[src/rtl/pwm_multi.sv]
// pwm_multi: multi-channel PWM generator with one shared period counter.
//
// A single counter (edge- or center-aligned) feeds CHANNELS duty comparators.
// Period, mode and duty are double-buffered: a load strobe captures them into
// a pending buffer, and they move to the active set only at a period boundary.
// With WIDTH=8, period=255 and edge mode it reproduces the legacy 8-bit PWM.
//
// Ports:
//   clk          system clock, rising edge
//   rst          synchronous active-high reset
//   clken        tick enable; counter and outputs advance only when high
//   load         one-cycle strobe capturing period/mode/duty into pending
//   mode         0 = edge-aligned, 1 = center-aligned
//   period       top count P
//   duty         channel c duty at bits [c*WIDTH +: WIDTH]
//   out          registered PWM outputs
//   cycle_start  one-cycle pulse after each boundary tick
//   pending      captured values waiting for the next boundary
module pwm_multi #(
    parameter int unsigned WIDTH    = 8,
    parameter int unsigned CHANNELS = 4
) (
    input  logic                      clk,
    input  logic                      rst,
    input  logic                      clken,
    input  logic                      load,
    input  logic                      mode,
    input  logic [WIDTH-1:0]          period,
    input  logic [CHANNELS*WIDTH-1:0] duty,
    output logic [CHANNELS-1:0]       out,
    output logic                      cycle_start,
    output logic                      pending
);

    typedef enum logic { DIR_UP = 1'b0, DIR_DOWN = 1'b1 } dir_t;
    typedef enum logic { MODE_EDGE = 1'b0, MODE_CENTER = 1'b1 } mode_t;

    logic [WIDTH-1:0]          cnt;
    dir_t                      dir;
    logic [WIDTH-1:0]          active_period;
    mode_t                     active_mode;
    logic [CHANNELS*WIDTH-1:0] active_duty;
    logic [WIDTH-1:0]          pend_period;
    mode_t                     pend_mode;
    logic [CHANNELS*WIDTH-1:0] pend_duty;

    logic [WIDTH-1:0]          cnt_next;
    dir_t                      dir_next;
    logic                      boundary;
    logic [WIDTH-1:0]          new_period;
    mode_t                     new_mode;
    logic [CHANNELS*WIDTH-1:0] new_duty;
    logic [CHANNELS-1:0]       out_next;

    // Comparator for one channel against the post-edge counter value.
    function automatic logic chan_out(input logic [WIDTH-1:0] d,
                                      input logic [WIDTH-1:0] p,
                                      input mode_t            m,
                                      input logic [WIDTH-1:0] c,
                                      input dir_t             dr);
        if (d == '0)
            return 1'b0;
        else if (d >= p)
            return 1'b1;
        else if (m == MODE_EDGE)
            return c < d;
        else if (dr == DIR_UP)
            return c < d;
        else
            return c <= d;
    endfunction

    always_comb begin
        cnt_next = '0;
        if (active_period == '0)
            cnt_next = '0;
        else if (active_mode == MODE_EDGE)
            cnt_next = (cnt >= active_period) ? '0 : cnt + 1'b1;
        else if (dir == DIR_UP)
            cnt_next = (cnt >= active_period) ? active_period - 1'b1 : cnt + 1'b1;
        else
            cnt_next = (cnt <= WIDTH'(1)) ? '0 : cnt - 1'b1;

        boundary = clken && (cnt_next == '0);

        // Direction is that of the phase the new count belongs to: returning
        // to 0 starts the up phase, reaching the top starts the down phase.
        if (cnt_next == '0)
            dir_next = DIR_UP;
        else if (cnt_next >= active_period)
            dir_next = DIR_DOWN;
        else
            dir_next = dir;

        // Values the outputs of this edge are computed with. On a boundary the
        // incoming set is used; cnt_next is 0 and dir_next is up there, so the
        // old period/mode used above for stepping cannot disagree with it.
        new_period = active_period;
        new_mode   = active_mode;
        new_duty   = active_duty;
        if (boundary) begin
            if (load) begin
                new_period = period;
                new_mode   = mode_t'(mode);
                new_duty   = duty;
            end else if (pending) begin
                new_period = pend_period;
                new_mode   = pend_mode;
                new_duty   = pend_duty;
            end
        end

        out_next = '0;
        for (int unsigned c = 0; c < CHANNELS; c++)
            out_next[c] = chan_out(new_duty[c*WIDTH +: WIDTH], new_period,
                                   new_mode, cnt_next, dir_next);
    end

    always_ff @(posedge clk) begin
        if (rst) begin
            cnt           <= '0;
            dir           <= DIR_UP;
            out           <= '0;
            cycle_start   <= 1'b0;
            pending       <= 1'b0;
            active_period <= '1;
            active_mode   <= MODE_EDGE;
            active_duty   <= '0;
            pend_period   <= '1;
            pend_mode     <= MODE_EDGE;
            pend_duty     <= '0;
        end else begin
            cycle_start <= boundary;
            if (clken) begin
                cnt           <= cnt_next;
                dir           <= dir_next;
                out           <= out_next;
                active_period <= new_period;
                active_mode   <= new_mode;
                active_duty   <= new_duty;
            end
            if (boundary) begin
                pending <= 1'b0;
            end else if (load) begin
                pending     <= 1'b1;
                pend_period <= period;
                pend_mode   <= mode_t'(mode);
                pend_duty   <= duty;
            end
        end
    end

endmodule

[config.mk]
export PLATFORM = sky130hd
export DESIGN_NAME = pwm_multi
export DESIGN_NICKNAME = d
export VERILOG_FILES = /design/src/rtl/pwm_multi.sv
export SDC_FILE = /design/constraint.sdc
export NUM_CORES = 1
export LEC_CHECK = 0
export ABC_AREA = 1
export CORE_MARGIN = 4
export CORE_UTILIZATION = 60
export DETAILED_ROUTE_END_ITERATION = 8
export GPL_ROUTABILITY_DRIVEN = 1
export PLACE_DENSITY = 0.81
export SETUP_SLACK_MARGIN = 0.2
export SYNTH_ARGS = -nofsm -noshare
export SYNTH_HDL_FRONTEND = slang
export SYNTH_SLANG_ARGS = --single-unit
[constraint.sdc]
create_clock -name clk -period 4.9 [get_ports clk]
set_clock_uncertainty 0.2 [all_clocks]
set_input_delay 0.49 -clock clk [delete_from_list [all_inputs] [get_ports clk]]
set_output_delay 0.49 -clock clk [all_outputs]
set_load 0.01 [all_outputs]
==> impl_results.html <==
<table>
<tr><th>Metric</th><th>Value</th></tr>
<tr><th colspan="2">Status</th></tr>
<tr><td>Outcome</td><td>complete, no violations</td></tr>
<tr><th colspan="2">Placed design</th></tr>
<tr><td>Detailed-placement wirelength estimate</td><td>15.61 mm</td></tr>
<tr><td>Placement Setup Slack</td><td>roughly 0.26 ns</td></tr>
<tr><td>Cell area after placement</td><td>8049 um2</td></tr>
<tr><td>Routability-driven placement congestion ratio</td><td>0.9717</td></tr>
<tr><td>Number of port buffers</td><td>50</td></tr>
<tr><th colspan="2">CTS</th></tr>
<tr><td>Clock edge transition at the registers on the reported setup and hold paths</td><td>0.07 ns</td></tr>
<tr><td>Clock tree from TritonCTS</td><td>yes</td></tr>
<tr><td>Clock latency at the later pin of the worst-skew pair</td><td>0.36 ns</td></tr>
<tr><td>Longest Clk Path Bufs</td><td>2</td></tr>
<tr><td>Clock tree sinks</td><td>97</td></tr>
<tr><td>Number of buffers created by CTS</td><td>9</td></tr>
<tr><td>Number of H-tree levels</td><td>3</td></tr>
<tr><td>Count of hold-fix buffers inserted at cts</td><td>0</td></tr>
<tr><td>Clk root buf</td><td>sky130_fd_sc_hd__clkbuf_16</td></tr>
<tr><th colspan="2">Setup path</th></tr>
<tr><td>Kind of end point of the critical path</td><td>flip-flop</td></tr>
<tr><td>Crit path max fanout</td><td>13</td></tr>
<tr><td>Startpoint-to-endpoint class of the critical path</td><td>flip-flop to flip-flop</td></tr>
<tr><td>Register-to-Register Setup Slack</td><td>just over 0.5 ns</td></tr>
<tr><td>Depth of the most critical reg-to-reg path</td><td>25</td></tr>
<tr><td>Critical path launch point type</td><td>flip-flop</td></tr>
<tr><td>Crit Reg-Reg Startpoint</td><td>active_period[7]$_SDFFE_PP1P_</td></tr>
<tr><td>Worst path arrival time</td><td>4.40 ns</td></tr>
<tr><td>Reg-to-reg critical path endpoint</td><td>out[0]$_SDFFE_PP0P_</td></tr>
<tr><td>Data required time of the worst path</td><td>4.92 ns</td></tr>
<tr><th colspan="2">Synthesis</th></tr>
<tr><td>Distinct cell type count after synthesis</td><td>40</td></tr>
<tr><td>Area of the mapped netlist</td><td>7412 um2</td></tr>
<tr><td>Instance count of the mapped netlist</td><td>1121</td></tr>
<tr><td>Sequential cell area fraction in the yosys report</td><td>26.20%</td></tr>
<tr><td>Count of warnings emitted by yosys</td><td>0</td></tr>
<tr><td>Count of state elements after synthesis</td><td>97</td></tr>
<tr><td>Syn Nets</td><td>1238</td></tr>
<tr><td>Synthesized area divided by synthesized cell count</td><td>6.612 um2</td></tr>
<tr><th colspan="2">GRT</th></tr>
<tr><td>Gr ovfl total</td><td>0</td></tr>
<tr><td>Largest net degree at the start of global routing</td><td>56</td></tr>
<tr><td>Antenna violations before repair</td><td>0</td></tr>
<tr><td>First-pass GRT wire length</td><td>33.73 mm</td></tr>
<tr><td>Via count of the first global-routing pass</td><td>6629</td></tr>
<tr><td>Combined global-route utilization of all metal layers</td><td>29.61%</td></tr>
<tr><th colspan="2">STA</th></tr>
<tr><td>Worst setup slack after layout</td><td>0.5196 ns</td></tr>
<tr><td>Aggregate negative setup slack</td><td>0 ns</td></tr>
<tr><td>Number of setup violations in the final report</td><td>0</td></tr>
<tr><td>Relative slew slack</td><td>37.67%</td></tr>
<tr><td>Unrepaired setup endpoints after global routing</td><td>no</td></tr>
<tr><td>Final hold viol count</td><td>0</td></tr>
<tr><td>Final Cycle Share</td><td>89.40%</td></tr>
<tr><td>Measured slew at the worst slew-check pin</td><td>0.9252 ns</td></tr>
<tr><td>Max Fclk</td><td>228.3 MHz</td></tr>
<tr><td>Final Critical Period</td><td>4.380 ns</td></tr>
<tr><td>Number of slew-limit violations in the final report</td><td>0</td></tr>
<tr><th colspan="2">Power</th></tr>
<tr><td>Total power density per cell area</td><td>276.6 nW/um2</td></tr>
<tr><td>Sequential cell fraction of total power</td><td>between 30% and 40%</td></tr>
<tr><td>Switching Share</td><td>34.09%</td></tr>
<tr><td>Final Total Pwr</td><td>0.002349 W</td></tr>
<tr><td>Combinational Power Share</td><td>~30%</td></tr>
<tr><td>Worst ir drop on vdd</td><td>229.1 uV</td></tr>
<tr><td>Pint</td><td>0.001548 W</td></tr>
<tr><td>Power spent charging and discharging nets</td><td>0.0008008 W</td></tr>
<tr><td>Static leakage power</td><td>4.156 nW</td></tr>
<tr><td>Share of power burned in the clock network</td><td>around a third</td></tr>
<tr><th colspan="2">Detailed routing</th></tr>
<tr><td>DRC violation count after routing</td><td>0</td></tr>
<tr><td>TritonRoute pass-1 iters</td><td>5</td></tr>
<tr><td>Detailed-route vias per instance</td><td>~5.6</td></tr>
<tr><td>Total number of vias</td><td>7505</td></tr>
<tr><td>Wire length after detailed routing</td><td>21.24 mm</td></tr>
<tr><td>Residual antenna-violating net count after detailed routing</td><td>0</td></tr>
<tr><td>Routed length per instance</td><td>about 16 um</td></tr>
<tr><td>Number of design-rule violations left by the first detailed-router iteration</td><td>just over 800</td></tr>
<tr><th colspan="2">Final layout</th></tr>
<tr><td>Diodes inserted</td><td>0</td></tr>
<tr><td>Final non-filler cell area</td><td>~8500 um2</td></tr>
<tr><td>Area Growth Syn to Fin</td><td>14.60%</td></tr>
<tr><td>Final nets</td><td>1279</td></tr>
<tr><td>Storage cell area</td><td>1943 um2</td></tr>
<tr><td>Share of cells above drive strength 1</td><td>10.81%</td></tr>
<tr><td>Number of fill cells</td><td>1039</td></tr>
<tr><td>Most common library cell in the layout ignoring fill and taps</td><td>sky130_fd_sc_hd__nand2_1</td></tr>
<tr><td>Most frequent cells in the layout</td><td>sky130_fd_sc_hd__nand2_1, sky130_fd_sc_hd__inv_1, sky130_fd_sc_hd__nor2_1</td></tr>
<tr><td>Area of the multi-input gates</td><td>4673 um2</td></tr>
<tr><th colspan="2">Floorplanning</th></tr>
<tr><td># rows</td><td>40</td></tr>
<tr><td>Vertical die dimension</td><td>119.1 um</td></tr>
<tr><td>Die outline area</td><td>about 14000 um2</td></tr>
<tr><td>Core area</td><td>12060 um2</td></tr>
<tr><td>Die X</td><td>119.1 um</td></tr>
<tr><td>Number of top-level design ports</td><td>51</td></tr>
<tr><td>Starting Density</td><td>between 60 and 70%</td></tr>
<tr><th colspan="2">Hold path</th></tr>
<tr><td>Classification of the worst-slack hold path</td><td>flip-flop to flip-flop</td></tr>
<tr><td>Worst Hold End</td><td>pend_duty[16]$_SDFFE_PP0P_</td></tr>
<tr><td>Startpoint of the lowest-slack hold path</td><td>pend_duty[16]$_SDFFE_PP0P_</td></tr>
<tr><td>Hold Crit Depth</td><td>2</td></tr>
<tr><th colspan="2">Run</th></tr>
<tr><td>Reported max-cap violation count</td><td>0</td></tr>
</table>
==> worst max-delay path by stage <==
stage,from,end,slack [ns],depth (start not counted)
floorplan,active_period[7]$_SDFFE_PP1P_,out[0]$_SDFFE_PP0P_,0.93,27
global placement,active_period[7]$_SDFFE_PP1P_,out[0]$_SDFFE_PP0P_,0.35,27
detailed placement,cnt[3]$_SDFFE_PP0P_,out[0]$_SDFFE_PP0P_,0.26,29
CTS,cnt[3]$_SDFFE_PP0P_,out[0]$_SDFFE_PP0P_,0.23,29
global route,active_period[3]$_SDFFE_PP1P_,out[3]$_SDFFE_PP0P_,0.20,30
finish,active_period[7]$_SDFFE_PP1P_,out[0]$_SDFFE_PP0P_,0.52,25
==> cell type report <==
type / count / share of cell area [%]
Multi-Input combinational cell: 819 / 55.02
Sequential cell: 97 / 22.88
Clock inverter: 6 / 1.075
Tap cell: 168 / 2.475
Clock buffer: 9 / 2.651
Inverter: 152 / 6.790
Timing Repair Buffer: 83 / 9.118
==> critical path: stages, from the launching register on <==
cell,delay (ns)
sky130_fd_sc_hd__dfxtp_1,0.39
sky130_fd_sc_hd__inv_1,0.13
sky130_fd_sc_hd__ha_1,0.32
sky130_fd_sc_hd__nand2_1,0.07
sky130_fd_sc_hd__nor2_1,0.27
sky130_fd_sc_hd__nand2_4,0.15
sky130_fd_sc_hd__nand2_4,0.15
sky130_fd_sc_hd__nand2_1,0.08
sky130_fd_sc_hd__nand3_1,0.07
sky130_fd_sc_hd__nand2_1,0.06
sky130_fd_sc_hd__nand3_1,0.18
sky130_fd_sc_hd__nand2_1,0.13
sky130_fd_sc_hd__nor2_4,0.14
sky130_fd_sc_hd__nand3_4,0.20
sky130_fd_sc_hd__o21ai_0,0.78
sky130_fd_sc_hd__ha_1,0.36
sky130_fd_sc_hd__inv_1,0.06
sky130_fd_sc_hd__a21oi_1,0.03
sky130_fd_sc_hd__nand2_1,0.06
sky130_fd_sc_hd__nand2_1,0.08
sky130_fd_sc_hd__nand2_1,0.07
sky130_fd_sc_hd__nand2_1,0.04
sky130_fd_sc_hd__inv_1,0.04
sky130_fd_sc_hd__nand2_1,0.05
sky130_fd_sc_hd__nand2_1,0.07
sky130_fd_sc_hd__a21oi_2,0.05
==> routing by layer <==
| metal | vias up | part of all wire (%) | GRT usage, % |
|---|---|---|---|
| met4 | 0 | 1.9 | 8.110 |
| met5 | - | 0 | 0 |
| met3 | 28 | 9.6 | 7.265 |
| met2 | 315 | 43 | 44.37 |
| li1 | 3771 | - | - |
| met1 | 3391 | 46 | 42.32 |
==> cells in the mapped netlist <==
| cell | count | area [um2] |
|---|---|---|
| sky130_fd_sc_hd__nand2_1 | 243 | 912.1 |
| sky130_fd_sc_hd__inv_1 | 128 | 480.5 |
| sky130_fd_sc_hd__nor2_1 | 122 | 457.9 |
| sky130_fd_sc_hd__dfxtp_1 | 97 | 1942 |
| sky130_fd_sc_hd__o21ai_0 | 97 | 485.5 |
| sky130_fd_sc_hd__ha_1 | 72 | 900.9 |
| sky130_fd_sc_hd__a21oi_1 | 58 | 290.3 |
| sky130_fd_sc_hd__nand3_1 | 39 | 195.2 |
| sky130_fd_sc_hd__nand4_1 | 38 | 237.7 |
| sky130_fd_sc_hd__o211ai_1 | 35 | 262.8 |
| sky130_fd_sc_hd__clkbuf_1 | 29 | 108.9 |
| sky130_fd_sc_hd__o21ai_1 | 29 | 145.1 |
| sky130_fd_sc_hd__inv_2 | 17 | 63.81 |
| sky130_fd_sc_hd__buf_2 | 14 | 70.07 |
| sky130_fd_sc_hd__nand2_2 | 14 | 87.58 |
| sky130_fd_sc_hd__xor2_1 | 9 | 78.83 |
| sky130_fd_sc_hd__o21ai_2 | 8 | 70.07 |
| sky130_fd_sc_hd__a211oi_1 | 7 | 52.55 |
| sky130_fd_sc_hd__clkinv_1 | 7 | 26.28 |
| sky130_fd_sc_hd__buf_6 | 6 | 67.56 |
| sky130_fd_sc_hd__nand2_4 | 6 | 67.56 |
| sky130_fd_sc_hd__or2_2 | 6 | 37.54 |
| sky130_fd_sc_hd__mux2i_1 | 5 | 50.05 |
| sky130_fd_sc_hd__nor2_4 | 5 | 56.30 |
| sky130_fd_sc_hd__a21oi_2 | 4 | 35.03 |
| sky130_fd_sc_hd__nand3_2 | 4 | 40.04 |
| sky130_fd_sc_hd__nand3b_1 | 3 | 22.52 |
| sky130_fd_sc_hd__o21a_1 | 3 | 22.52 |
| sky130_fd_sc_hd__buf_1 | 2 | 7.510 |
| sky130_fd_sc_hd__buf_4 | 2 | 15.01 |
| sky130_fd_sc_hd__o21bai_1 | 2 | 15.01 |
| sky130_fd_sc_hd__xnor2_1 | 2 | 17.52 |
| sky130_fd_sc_hd__a21o_1 | 1 | 7.510 |
| sky130_fd_sc_hd__a41oi_1 | 1 | 8.760 |
| sky130_fd_sc_hd__nand3_4 | 1 | 17.52 |
| sky130_fd_sc_hd__nor2_2 | 1 | 6.260 |
| sky130_fd_sc_hd__nor3_4 | 1 | 16.27 |
| sky130_fd_sc_hd__o21ai_4 | 1 | 16.27 |
| sky130_fd_sc_hd__o311ai_0 | 1 | 8.760 |
| sky130_fd_sc_hd__or2_4 | 1 | 8.760 |
==> logic make-up (layout without fill, tap and decap cells) <==
family	count (synthesis)	count (layout)	synth area share, %
buffers and inverters	205	250	11.33
AND/OR/NAND/NOR	484	484	29.19
AO/OA/AOI/OAI	247	247	19.16
adder cells (fa/ha/maj)	72	72	12.15
flip-flops	97	97	26.20
XOR/XNOR	11	11	1.300
multiplexers	5	5	0.6752
==> per-stage QoR <==
| stage | util [%] | instances | hold slack [ns] |
|---|---|---|---|
| final | 70.43 | 1334 | 0.2520 |
| after global routing | 70.43 | 1334 | 0.2663 |
| after CTS | 69.36 | 1326 | 0.2563 |
| after detailed placement | 66.73 | 1311 | 0.2456 |
| after global placement | 66.73 | 1311 | 0.2403 |
| after floorplan | - | 1121 | 0.2303 |
==> power groups by stage <==
stage / clock network [W] / registers [W] / logic, W
after floorplan: 0 / 0.000879 / 0.000483
after global placement: 0 / 0.000887 / 0.000660
after detailed placement: 0 / 0.000888 / 0.000670
after CTS: 0.000782 / 0.000870 / 0.000675
after global routing: 0.000814 / 0.000875 / 0.000785
final: 0.000776 / 0.000871 / 0.000703
==> state kept, by name, summed over array words and instances, names as in the netlist <==
signal	count
cycle_start	1
active_period	8
out	4
cnt	8
pend_duty	32
pend_period	8
active_duty	32
dir	1
pend_mode	1
pending	1
active_mode	1
==> timing repair <==
| action | in CTS | in global routing |
|---|---|---|
| endpoints found under the setup margin | 0 | 4 |
| gates resized for setup | 0 | 18 |
| buffers inserted | 0 | 7 |
(Power assumes the default switching activity.)
